<file path="src/rtl/operand_fetch.sv">
`default_nettype none
// ============================================================================
// Module   : operand_fetch
// Brief    : Operand fetch stage with scoreboard hazard stall, writeback
//            bypass and a registered valid/ready output towards execute.
// Revision : 1.0 - initial release
// ============================================================================
module operand_fetch #(
    parameter int DW  = 16,
    parameter int AW  = 3,
    parameter int OPW = 4
) (
    input  logic           clk,
    input  logic           rst,
    input  logic           in_valid,
    output logic           in_ready,
    input  logic [OPW-1:0] in_op,
    input  logic [AW-1:0]  in_rs1,
    input  logic [AW-1:0]  in_rs2,
    input  logic           in_use_rs1,
    input  logic           in_use_rs2,
    input  logic [AW-1:0]  in_rd,
    input  logic           in_wr_en,
    input  logic [DW-1:0]  in_imm,
    input  logic           in_use_imm,
    output logic [AW-1:0]  reg_read_addr_1,
    output logic [AW-1:0]  reg_read_addr_2,
    input  logic [DW-1:0]  reg_read_data_1,
    input  logic [DW-1:0]  reg_read_data_2,
    input  logic           wb_en,
    input  logic [AW-1:0]  wb_dest,
    input  logic [DW-1:0]  wb_data,
    input  logic           flush,
    output logic           out_valid,
    input  logic           out_ready,
    output logic [OPW-1:0] out_op,
    output logic [DW-1:0]  out_a,
    output logic [DW-1:0]  out_b,
    output logic [AW-1:0]  out_rd,
    output logic           out_wr_en
);

    localparam int NREG = 2 ** AW;

    logic [NREG-1:0] r_busy;
    logic            r_out_valid;
    logic [OPW-1:0]  r_out_op;
    logic [DW-1:0]   r_out_a;
    logic [DW-1:0]   r_out_b;
    logic [AW-1:0]   r_out_rd;
    logic            r_out_wr_en;

    logic [NREG-1:0] w_wb_clr;
    logic [NREG-1:0] w_fl_clr;
    logic [NREG-1:0] w_set;
    logic [NREG-1:0] w_eb;
    logic [NREG-1:0] w_busy_nxt;
    logic            w_hazard;
    logic            w_accept;
    logic [DW-1:0]   w_opa;
    logic [DW-1:0]   w_opb;

    assign reg_read_addr_1 = in_rs1;
    assign reg_read_addr_2 = in_rs2;

    // A register being written back this cycle is no longer a hazard.
    assign w_eb = r_busy & ~w_wb_clr;

    assign w_hazard = (in_use_rs1 && (in_rs1 != '0) && w_eb[in_rs1])
                   || (in_use_rs2 && !in_use_imm && (in_rs2 != '0) && w_eb[in_rs2])
                   || (in_wr_en && (in_rd != '0) && w_eb[in_rd]);

    assign in_ready = !w_hazard && (!r_out_valid || out_ready) && !flush;
    assign w_accept = in_valid && in_ready;

    always_comb begin
        w_wb_clr = '0;
        w_fl_clr = '0;
        w_set    = '0;
        for (int i = 0; i < NREG; i++) begin
            w_wb_clr[i] = wb_en && (wb_dest == AW'(i));
            w_fl_clr[i] = flush && r_out_valid && r_out_wr_en && (r_out_rd == AW'(i));
            w_set[i]    = w_accept && in_wr_en && (in_rd == AW'(i));
        end
    end

    // Set wins over any clear; r0 never becomes busy.
    assign w_busy_nxt = (r_busy & ~w_wb_clr & ~w_fl_clr) | w_set;

    // The register file write is not visible until next cycle, so bypass wb_data.
    always_comb begin
        w_opa = reg_read_data_1;
        if (in_rs1 == '0)
            w_opa = '0;
        else if (wb_en && (wb_dest == in_rs1))
            w_opa = wb_data;

        w_opb = reg_read_data_2;
        if (in_use_imm)
            w_opb = in_imm;
        else if (in_rs2 == '0)
            w_opb = '0;
        else if (wb_en && (wb_dest == in_rs2))
            w_opb = wb_data;
    end

    always_ff @(posedge clk) begin
        if (rst) begin
            r_busy      <= '0;
            r_out_valid <= 1'b0;
            r_out_op    <= '0;
            r_out_a     <= '0;
            r_out_b     <= '0;
            r_out_rd    <= '0;
            r_out_wr_en <= 1'b0;
        end else begin
            r_busy <= {w_busy_nxt[NREG-1:1], 1'b0};
            if (w_accept) begin
                r_out_valid <= 1'b1;
                r_out_op    <= in_op;
                r_out_a     <= w_opa;
                r_out_b     <= w_opb;
                r_out_rd    <= in_rd;
                r_out_wr_en <= in_wr_en;
            end else if (flush || out_ready) begin
                r_out_valid <= 1'b0;
            end
        end
    end

    assign out_valid = r_out_valid;
    assign out_op    = r_out_op;
    assign out_a     = r_out_a;
    assign out_b     = r_out_b;
    assign out_rd    = r_out_rd;
    assign out_wr_en = r_out_wr_en;

endmodule
`default_nettype wire

</file>
<file path="config.mk">
export PLATFORM = sky130hd
export DESIGN_NAME = operand_fetch
export DESIGN_NICKNAME = d
export VERILOG_FILES = /design/src/rtl/operand_fetch.sv
export SDC_FILE = /design/constraint.sdc
export NUM_CORES = 1
export LEC_CHECK = 0
export CAP_MARGIN = 15
export CORE_MARGIN = 3
export CORE_UTILIZATION = 42
export DETAILED_ROUTE_END_ITERATION = 6
export PLACE_DENSITY_LB_ADDON = 0.25
export SLEW_MARGIN = 20
export SYNTH_ARGS = -nofsm -noshare
export SYNTH_HDL_FRONTEND = slang
export SYNTH_SLANG_ARGS = --single-unit
</file>
<file path="constraint.sdc">
create_clock -name clk -period 3.2 [get_ports clk]
set_input_delay 0.64 -clock clk [delete_from_list [all_inputs] [get_ports clk]]
set_output_delay 0.64 -clock clk [all_outputs]
set_load 0.01 [all_outputs]
</file>
-- After elaboration in Yosys (flattened, before gate mapping)
Cells that the tools add are included.
- input port bits: 90
- latch bits: 0
- bits in writable memories: 0
- output and inout bits: 48
- ROM bits: 0
- flip-flop bits (word level): 49
- memories kept: 0
- logic and storage cells: 108
- reduce and logical (&&, ||, !) cells: 56
- equal/unequal tests: 23
- bitwise logic cells: 5
- divide/modulo/power cells: 0
- add/subtract/negate cells: 0
- multiply operators: 0
- shift operators: 0
- $lt $le $gt $ge: 3
- mux-type cells: 13
- operator list (cell ; number):
    $mux W16 ; 5
    $logic_and A1 B1 Y1 ; 39
    $eq A3 B3 Y1 const B ; 12
    $eq A3 B2 Y1 const B ; 6
    $and A8 B8 Y8 ; 2
    $not A8 Y8 ; 2
    $logic_not A3 Y1 ; 5
    $lt A3 B4 Y1 const B ; 3
    $bmux W1 S3 ; 3
    $eq A3 B1 Y1 const B ; 3
    $reduce_bool A3 Y1 ; 3
    $or A8 B8 Y8 ; 1
    $eq A3 B3 Y1 ; 2
    $mux W1 ; 5
    $logic_not A1 Y1 ; 4
    $logic_or A1 B1 Y1 ; 4
    $reduce_bool A2 Y1 ; 1

-- Depth between registers and ports, before layout
Gate-level depths: netlist (run 1).
- word-level depth: 16
- gate-level depth with buffers: 10
- gate-level depth less buffers: 6

-- Worst setup path after synthesis (run 1)
No wires, ideal clock.
- kind: input -> output
- start: input port wb_en
- end: output port in_ready
- buffers on the path: 1
- stages on the path: 6
- slack: 0.617 ns
- arrival time: 1.943 ns
- data required time: 2.560 ns
- cell sequence: buf_2 nand4_1 a32oi_1 mux4_2 o22ai_4 nor2_1
- word-level cells in the longest chain between the ends: 11
- elaborated cells between the ends (all ways): 24
- classes of those cells: mux (6); bitwise (2); reduce/logical (16)
- RTL lines (element ; RTL line ; text):
    from (decl) ; 30 ; input logic wb_en,
    $logic_and A1 B1 Y1 ; 81 ; w_wb_clr[i] = wb_en && (wb_dest == AW'(i));
    $not A8 Y8 (*) ; 67 ; assign w_eb = r_busy & ~w_wb_clr;
    $and A8 B8 Y8 (*) ; 67 ;
    $bmux W1 S3 (on tied branches) ; 69, 70 ;
    $mux W1 (on tied branches) ; 69, 70 ;
    $logic_and A1 B1 Y1 (on tied branches) ; 69, 70 ;
    $logic_or A1 B1 Y1 ; 70 ; || (in_use_rs2 && !in_use_imm && (in_rs2 != '0) && w_eb[in_rs2])
    $logic_or A1 B1 Y1 (*) ; 71 ; || (in_wr_en && (in_rd != '0) && w_eb[in_rd]);
    $logic_not A1 Y1 (*) ; 73 ; assign in_ready = !w_hazard && (!r_out_valid || out_ready) && !flush;
    $logic_and A1 B1 Y1 (*) (2 in series) ; 73 ;
    to (decl) ; 16 ; output logic in_ready,
Mark *: on every way between the ends. The rest lies on a longest branch, timed or not. The select of a mux whose other input is x is not followed.

-- Final worst setup path (run 1)
- start: input port in_rd[1]
- end: output port in_ready
- word-level cells in the longest chain between the ends: 7
- elaborated cells between the ends (all ways): 9
- classes of those cells: mux (2); reduce/logical (7)
- RTL lines (element ; RTL line ; text):
    from (decl) ; 22 ; input logic [AW-1:0] in_rd,
    $bmux W1 S3 / $reduce_bool A3 Y1 (equally long branches) ; 71 ;
    $mux W1 (implied by the code) / $logic_and A1 B1 Y1 (equally long branches) ; 71 ;
    $logic_and A1 B1 Y1 (*) ; 71 ;
    $logic_or A1 B1 Y1 (*) ; 71 ;
    $logic_not A1 Y1 (*) ; 73 ;
    $logic_and A1 B1 Y1 (*) (2 in series) ; 73 ;
Marks and branches as above.

==> results.json, run 1 <==
{
  "grt.overflow.total": 0,
  "clock_skew_ns": 0.0120,
  "number_of_global_route_vias_before_repair": 3230,
  "routed_wirelength_mm": 9.98,
  "synthTopCellsByCount": "dfxtp_1 (48), a21oi_1 (33), mux2i_1 (33), nor2_1 (33), nor2b_1 (23)",
  "die_w_um": 91.7,
  "synth_enable_flop_cells": 0,
  "hold_path_class": "reg2reg",
  "num_vias": 3171,
  "worstSkewPairLatency_ns": 0.31,
  "root_buffer": "clkbuf_8",
  "critPathArrivalTime_ns": 2.49,
  "worstMarginPinSlew_ns": 0.522,
  "route.antenna.remaining_nets": 0,
  "final_min_period_over_clock_period_pct": 97.7,
  "cts.sink_count": 48,
  "mappedNetlistArea_um2": 3090,
  "place_ws_ns": -0.395,
  "timing.final.crit_period_ns": 3.13,
  "layout_setup_ws_ns": 0.0743,
  "detailedRoute.firstPassIterationCount": 4,
  "power_per_cell_area_nw_per_um2": 324,
  "die_height_um": 91.7,
  "drv_slew": 0,
  "ys.flop_type": "dfxtp_1",
  "maxSlewHeadroom_pct": 65.2,
  "run_status": "finished, final reports clean",
  "final_layout_size_suffix_gt1_share_pct": 13.0,
  "ir_drop_mv": 0.180,
  "synth.largest_area_cell": "dfxtp_1",
  "post-dp-hpwl_mm": 7.62,
  "die_outline_area_um2": 8420,
  "detail_route.iter0.violations": 185,
  "worst-endpoint-required_ns": 2.56,
  "detail_route.drc_violations": 0,
  "n_antenna_cell": 0,
  "coreArea_um2": 6940,
  "num_io_pins": 138,
  "syn_nets": 442,
  "fin_util_pct": 68.8,
  "synth.area.top_cells": "dfxtp_1 (31%), mux2i_1 (11%), a21oi_1 (5.3%)",
  "cts_tree": "done",
  "post_cts_hold_buffer_count": 0,
  "htree_num_levels": 2,
  "asyncSetResetFlopFracSynth_pct": 0,
  "fmax_mhz": 320,
  "rsz0062_at_grt": "no",
  "report.final.setup_viol": 0,
  "grt_pass1_wl_mm": 16.4,
  "place.gp.congestion": 0.858,
  "routed_via_count_divided_by_cell_count": 5.40,
  "yosys_warnings": 0,
  "synth.yosys.seq_area_share_pct": 31.1,
  "worstSetupStartpointType": "input pin",
  "setup.worst_path.end_class": "output pin",
  "hold_viol": 0,
  "cp_max_fo": 8,
  "yosysMostFrequentCell": "dfxtp_1",
  "max_cap_violations": 0,
  "leakagePower_nw": 1.91,
  "antenna_violations_before_repair": 0,
  "worst_hold_slack_ns": 0.456,
  "finalSetupTns_ns": 0,
  "numCtsBuffers": 5,
  "flow.area_growth_from_synthesis_pct": 54.7,
  "initial_cell_density_of_the_core_pct": 44.5,
  "grt_usage_pct": 24.1,
  "post_drt_wl_per_cell_um": 17.0,
  "post_synth_num_cell_types": 42,
  "num-nets-final": 580,
  "path_class": "in2out",
  "grt_max_degree": 47,
  "cts_max_path_buffers": 2,
  "io_buffer_count": 137,
  "core.rowCount": 30,
  "netlist_instances": 352,
  "clk_pin_slew_ns": 0.09,
  "synthesis.area_per_instance_um2": 8.77,
  "filler_cell_count": 568,
  "synth_seq_cells": 48,
  "yosysTopAreaCellShare_pct": 31.1
}
[critical path: stages]
cell,delay [ns]
clkdlybuf4s50_1,0.56
nor2b_1,0.18
a32oi_1,0.09
mux4_2,0.54
o22ai_4,0.20
nor2_2,0.06
clkdlybuf4s15_2,0.22
[report_power, final]
part	leakage [nW]	switching, mW	internal [mW]	total (mW)
Clock	0.0548	0.219	0.236	0.455
Sequential	0.392	0.0186	0.628	0.647
Combinational	1.47	0.189	0.259	0.448
Total	1.91	0.426	1.12	1.55
[logic make-up (layout without fill, tap and decap cells)]
kind of cell | count (synthesis) | after routing | share of synthesized area (%)
flip-flops | 48 | 48 | 31.1
buffers and inverters | 43 | 182 | 7.70
multiplexers | 51 | 51 | 19.1
AND/OR/NAND/NOR | 116 | 116 | 20.7
XOR/XNOR | 6 | 6 | 1.70
AO/OA/AOI/OAI | 88 | 88 | 19.7
[metal layers]
layer	part of all wire, %	track usage [%]	routed length [um]
met1	43	30.0	4300
met2	47	40.0	4730
met3	7.7	7.79	770
met4	1.8	6.68	178
met5	0	0	0
[registers in the layout (all words and copies together), names as in the netlist]
register,count
out_a,16
out_b,16
r_busy,7
out_op,4
out_rd,3
out_valid,1
out_wr_en,1
[path summary, 6_finish.rpt]
path / cells past startpoint / startpoint / to / slack [ns]
max reg2reg: 8 / r_busy[4]$_SDFF_PP0_ / out_a[8]$_SDFFE_PP0P_ / 0.92
min reg2reg: 2 / out_b[0]$_SDFFE_PP0P_ / out_b[0]$_SDFFE_PP0P_ / 0.46
max: 7 / in_rd[1] / in_ready / 0.07
min: 2 / out_b[0]$_SDFFE_PP0P_ / out_b[0]$_SDFFE_PP0P_ / 0.46
[stage by stage]
| stage | cell area [um2] | std cells | total power, mW |
|---|---|---|---|
| 4_1_cts | 4750 | 586 | 1.56 |
| 3_3_place_gp | 4620 | 577 | 1.10 |
| 3_5_place_dp | 4620 | 577 | 1.10 |
| 5_1_grt | 4780 | 587 | 1.63 |
| 2_1_floorplan | 3090 | 352 | 0.867 |
| 6_report | 4780 | 587 | 1.55 |
[timing repair]
| action | CTS | global route |
|---|---|---|
| endpoints found under the setup margin | 1 | 1 |
| cloned | 0 | 1 |
| gates resized for setup | 8 | 4 |
| pin swaps | 3 | 4 |
| setup buffers | 1 | 0 |
[cells in the final DEF, fill, tap and decap left out, drive strengths merged, types with 3 or more instances in the layout]
master and count:
a211oi 12, a21oi 33, a32oi 7, buf 31
clkbuf 6, clkdlybuf4s50 131, dfxtp 48, dlygate4sd2 3
inv 7, mux2 16, mux2i 33, nand2 16
nand2b 5, nand3 11, nand4 10, nand4b 4
nand4bb 3, nor2 33, nor2b 23, nor3 7
o211ai 6, o21ai 8, o2bb2ai 4, o31ai 8
xnor2 6
[layout make-up]
cell class	instances	area (um2)	area share (%)
clock buffer	5	68.8	1.44
tap	96	120	2.51
sequential	48	961	20.1
timing repair buffer	168	1640	34.3
inverter	6	22.5	0.471
clock inverter	3	46.3	0.969
multi-input combinational	261	1920	40.2
Power figures use the tool's default switching activity.
==> inputs of run 2 (changes only) <==
--- a/config.mk
+++ b/config.mk
@@ -10,6 +10,7 @@
 export CORE_UTILIZATION = 42
 export DETAILED_ROUTE_END_ITERATION = 6
 export PLACE_DENSITY_LB_ADDON = 0.25
+export SETUP_SLACK_MARGIN = 0.2
 export SLEW_MARGIN = 20
 export SYNTH_ARGS = -nofsm -noshare
 export SYNTH_HDL_FRONTEND = slang
==> run 2 against run 1 <==
Hold slack is essentially flat. Total power fell by 0.27%. Non-clock buffer count increased by 1.
==> results.json, run 2 (synthesis gave the netlist of run 1 again) <==
{
  "critPathArrivalTime_ns": 2.27,
  "path_class": "in2out",
  "leakagePower_nw": 1.91,
  "place.detailed.instances": 577,
  "detail_route.iter0.violations": 178,
  "pwr-share-comb_pct": 28.7,
  "die_outline_area_um2": 8420,
  "critical_path_cell_sequence": "clkdlybuf4s15_1 -> nand4b_1 -> a32oi_1 -> mux4_2 -> o22ai_4 -> nor2_2 -> buf_2",
  "worstMarginPinSlew_ns": 0.511,
  "power_switching_mw": 0.425,
  "grt_max_degree": 47,
  "power_per_cell_area_nw_per_um2": 325,
  "die_w_um": 91.7,
  "root_buffer": "clkbuf_8",
  "cts_tree": "done",
  "worst_path_max_delay_cell": "mux4_2",
  "htree_num_levels": 2,
  "n_antenna_cell": 0,
  "final_min_period_over_clock_period_pct": 90.8,
  "grt.overflow.total": 0,
  "max_cap_violations": 0,
  "drv_slew": 0,
  "initial_cell_density_of_the_core_pct": 44.5,
  "flow.area_growth_from_synthesis_pct": 53.8,
  "hold_viol": 0,
  "report.final.setup_viol": 0,
  "fin_util_pct": 68.4,
  "place.gp.congestion": 0.858,
  "cts_max_path_buffers": 2,
  "setup.worst_path.end_class": "output pin",
  "timing.final.crit_period_ns": 2.91,
  "worstSetupStartpointType": "input pin",
  "die_height_um": 91.7,
  "routed_wirelength_mm": 9.93,
  "rsz0062_at_grt": "no",
  "coreArea_um2": 6940,
  "number_of_global_route_vias_before_repair": 3244,
  "final_cell_mix": "clkdlybuf4s50_1 (129), dfxtp_1 (48), mux2i_1 (33), a21oi_1 (33), nor2_1 (32)",
  "top_signal_layer_used": "met4",
  "dr_wl_met2_mm": 4.70,
  "routed_via_count_divided_by_cell_count": 5.38,
  "detail_route.wirelength.met1_mm": 4.25,
  "num-nets-final": 581,
  "fmax_mhz": 344,
  "ir_drop_mv": 0.180,
  "fin_total_pwr_mw": 1.54,
  "run_status": "finished, final reports clean",
  "io_buffer_count": 137,
  "worst_hold_slack_ns": 0.456,
  "grt_usage_pct": 24.2,
  "num_io_pins": 138,
  "switching_part_of_the_total_pct": 27.5,
  "finish.cell_count_without_fillers": 588,
  "clock_power_share_pct": 29.4,
  "num_vias": 3161,
  "detail_route.drc_violations": 0,
  "hold_path_class": "reg2reg",
  "detailedRoute.firstPassIterationCount": 4,
  "sequential_cell_fraction_of_total_power_pct": 41.9,
  "worst-endpoint-required_ns": 2.56,
  "post-dp-hpwl_mm": 7.62,
  "clk_pin_slew_ns": 0.09,
  "cp_max_fo": 8,
  "final_layout_size_suffix_gt1_share_pct": 13.2,
  "numCtsBuffers": 5,
  "grt_pass1_wl_mm": 16.4,
  "layout_commonest_cell": "clkdlybuf4s50_1",
  "crit_path_max_incr_delay_ns": 0.54,
  "antenna_violations_before_repair": 0,
  "clock_skew_ns": 0.0108,
  "met3_wirelength_um": 806,
  "filler_cell_count": 573,
  "route.antenna.remaining_nets": 0,
  "worstSkewPairLatency_ns": 0.31,
  "reg2reg_setup_slack_ns": 0.92,
  "post_drt_wl_per_cell_um": 16.9,
  "cellInternalPower_mw": 1.12,
  "maxSlewHeadroom_pct": 65.9,
  "cts.sink_count": 48,
  "core.rowCount": 30
}
run 2: changes by cell type in the layout (fill, tap and decap cells not counted), sizes merged:
cell,before,now
dlygate4sd2,3,2
clkbuf,6,7
buf,31,34
clkdlybuf4s50,131,129
run 2: cell type report:
| type | instances | area, um2 | area share, % |
|---|---|---|---|
| clock buffer | 5 | 68.8 | 1.45 |
| timing repair buffer | 169 | 1630 | 34.4 |
| tap | 96 | 120 | 2.53 |
| sequential | 48 | 961 | 20.2 |
| clock inverter | 3 | 46.3 | 0.975 |
| multi-input combinational | 261 | 1900 | 39.9 |
| inverter | 6 | 22.5 | 0.474 |
run 2: power groups by stage:
stage               Clock [mW]  Combinational, mW  Sequential [mW]
finish                   0.455              0.443            0.647
global route             0.494              0.479            0.651
CTS                      0.466              0.447            0.646
detailed placement           0              0.446            0.659
global placement             0              0.441            0.659
floorplan                    0              0.195            0.672
run 2: timing repair:
action                                  in CTS  in global routing
hold endpoints to repair                     0                  0
hold buffers                                 0                  0
endpoints found under the setup margin      17                  2
gates cloned                                 0                  0
buffers inserted                             3                  0
resized for setup                           11                  6
pin swaps                                    3                  1
run 2: stage by stage:
| stage | setup TNS (ns) | instance area, um2 | setup WS [ns] |
|---|---|---|---|
| finish | 0 | 4750 | 0.294 |
| global route | 0 | 4750 | 0.213 |
| CTS | 0 | 4750 | 0.210 |
| detailed placement | -3.15 | 4620 | -0.395 |
| global placement | -2.10 | 4620 | -0.399 |
| floorplan | 0 | 3090 | 0.617 |
run 2: layer usage:
| layer | vias to the layer above | track usage, % |
|---|---|---|
| li1 | 1564 | - |
| met3 | 12 | 7.79 |
| met1 | 1473 | 30.1 |
| met4 | 0 | 6.68 |
| met5 | - | 0 |
| met2 | 112 | 40.2 |
run 2: path summary, 6_finish.rpt:
check | cells after the start | to | start
worst max-delay path | 7 | in_ready | wb_dest[1]
worst min-delay path | 2 | out_b[0]$_SDFFE_PP0P_ | out_b[0]$_SDFFE_PP0P_
worst max register to register | 8 | out_a[8]$_SDFFE_PP0P_ | r_busy[4]$_SDFF_PP0_
worst min register to register | 2 | out_b[0]$_SDFFE_PP0P_ | out_b[0]$_SDFFE_PP0P_
run 2: worst max-delay path: cells and delay by family:
kind	cells	cell delay, ns
buffers and inverters	2	0.47
AND/OR/NAND/NOR	2	0.30
multiplexers	1	0.54
AO/OA/AOI/OAI	2	0.31
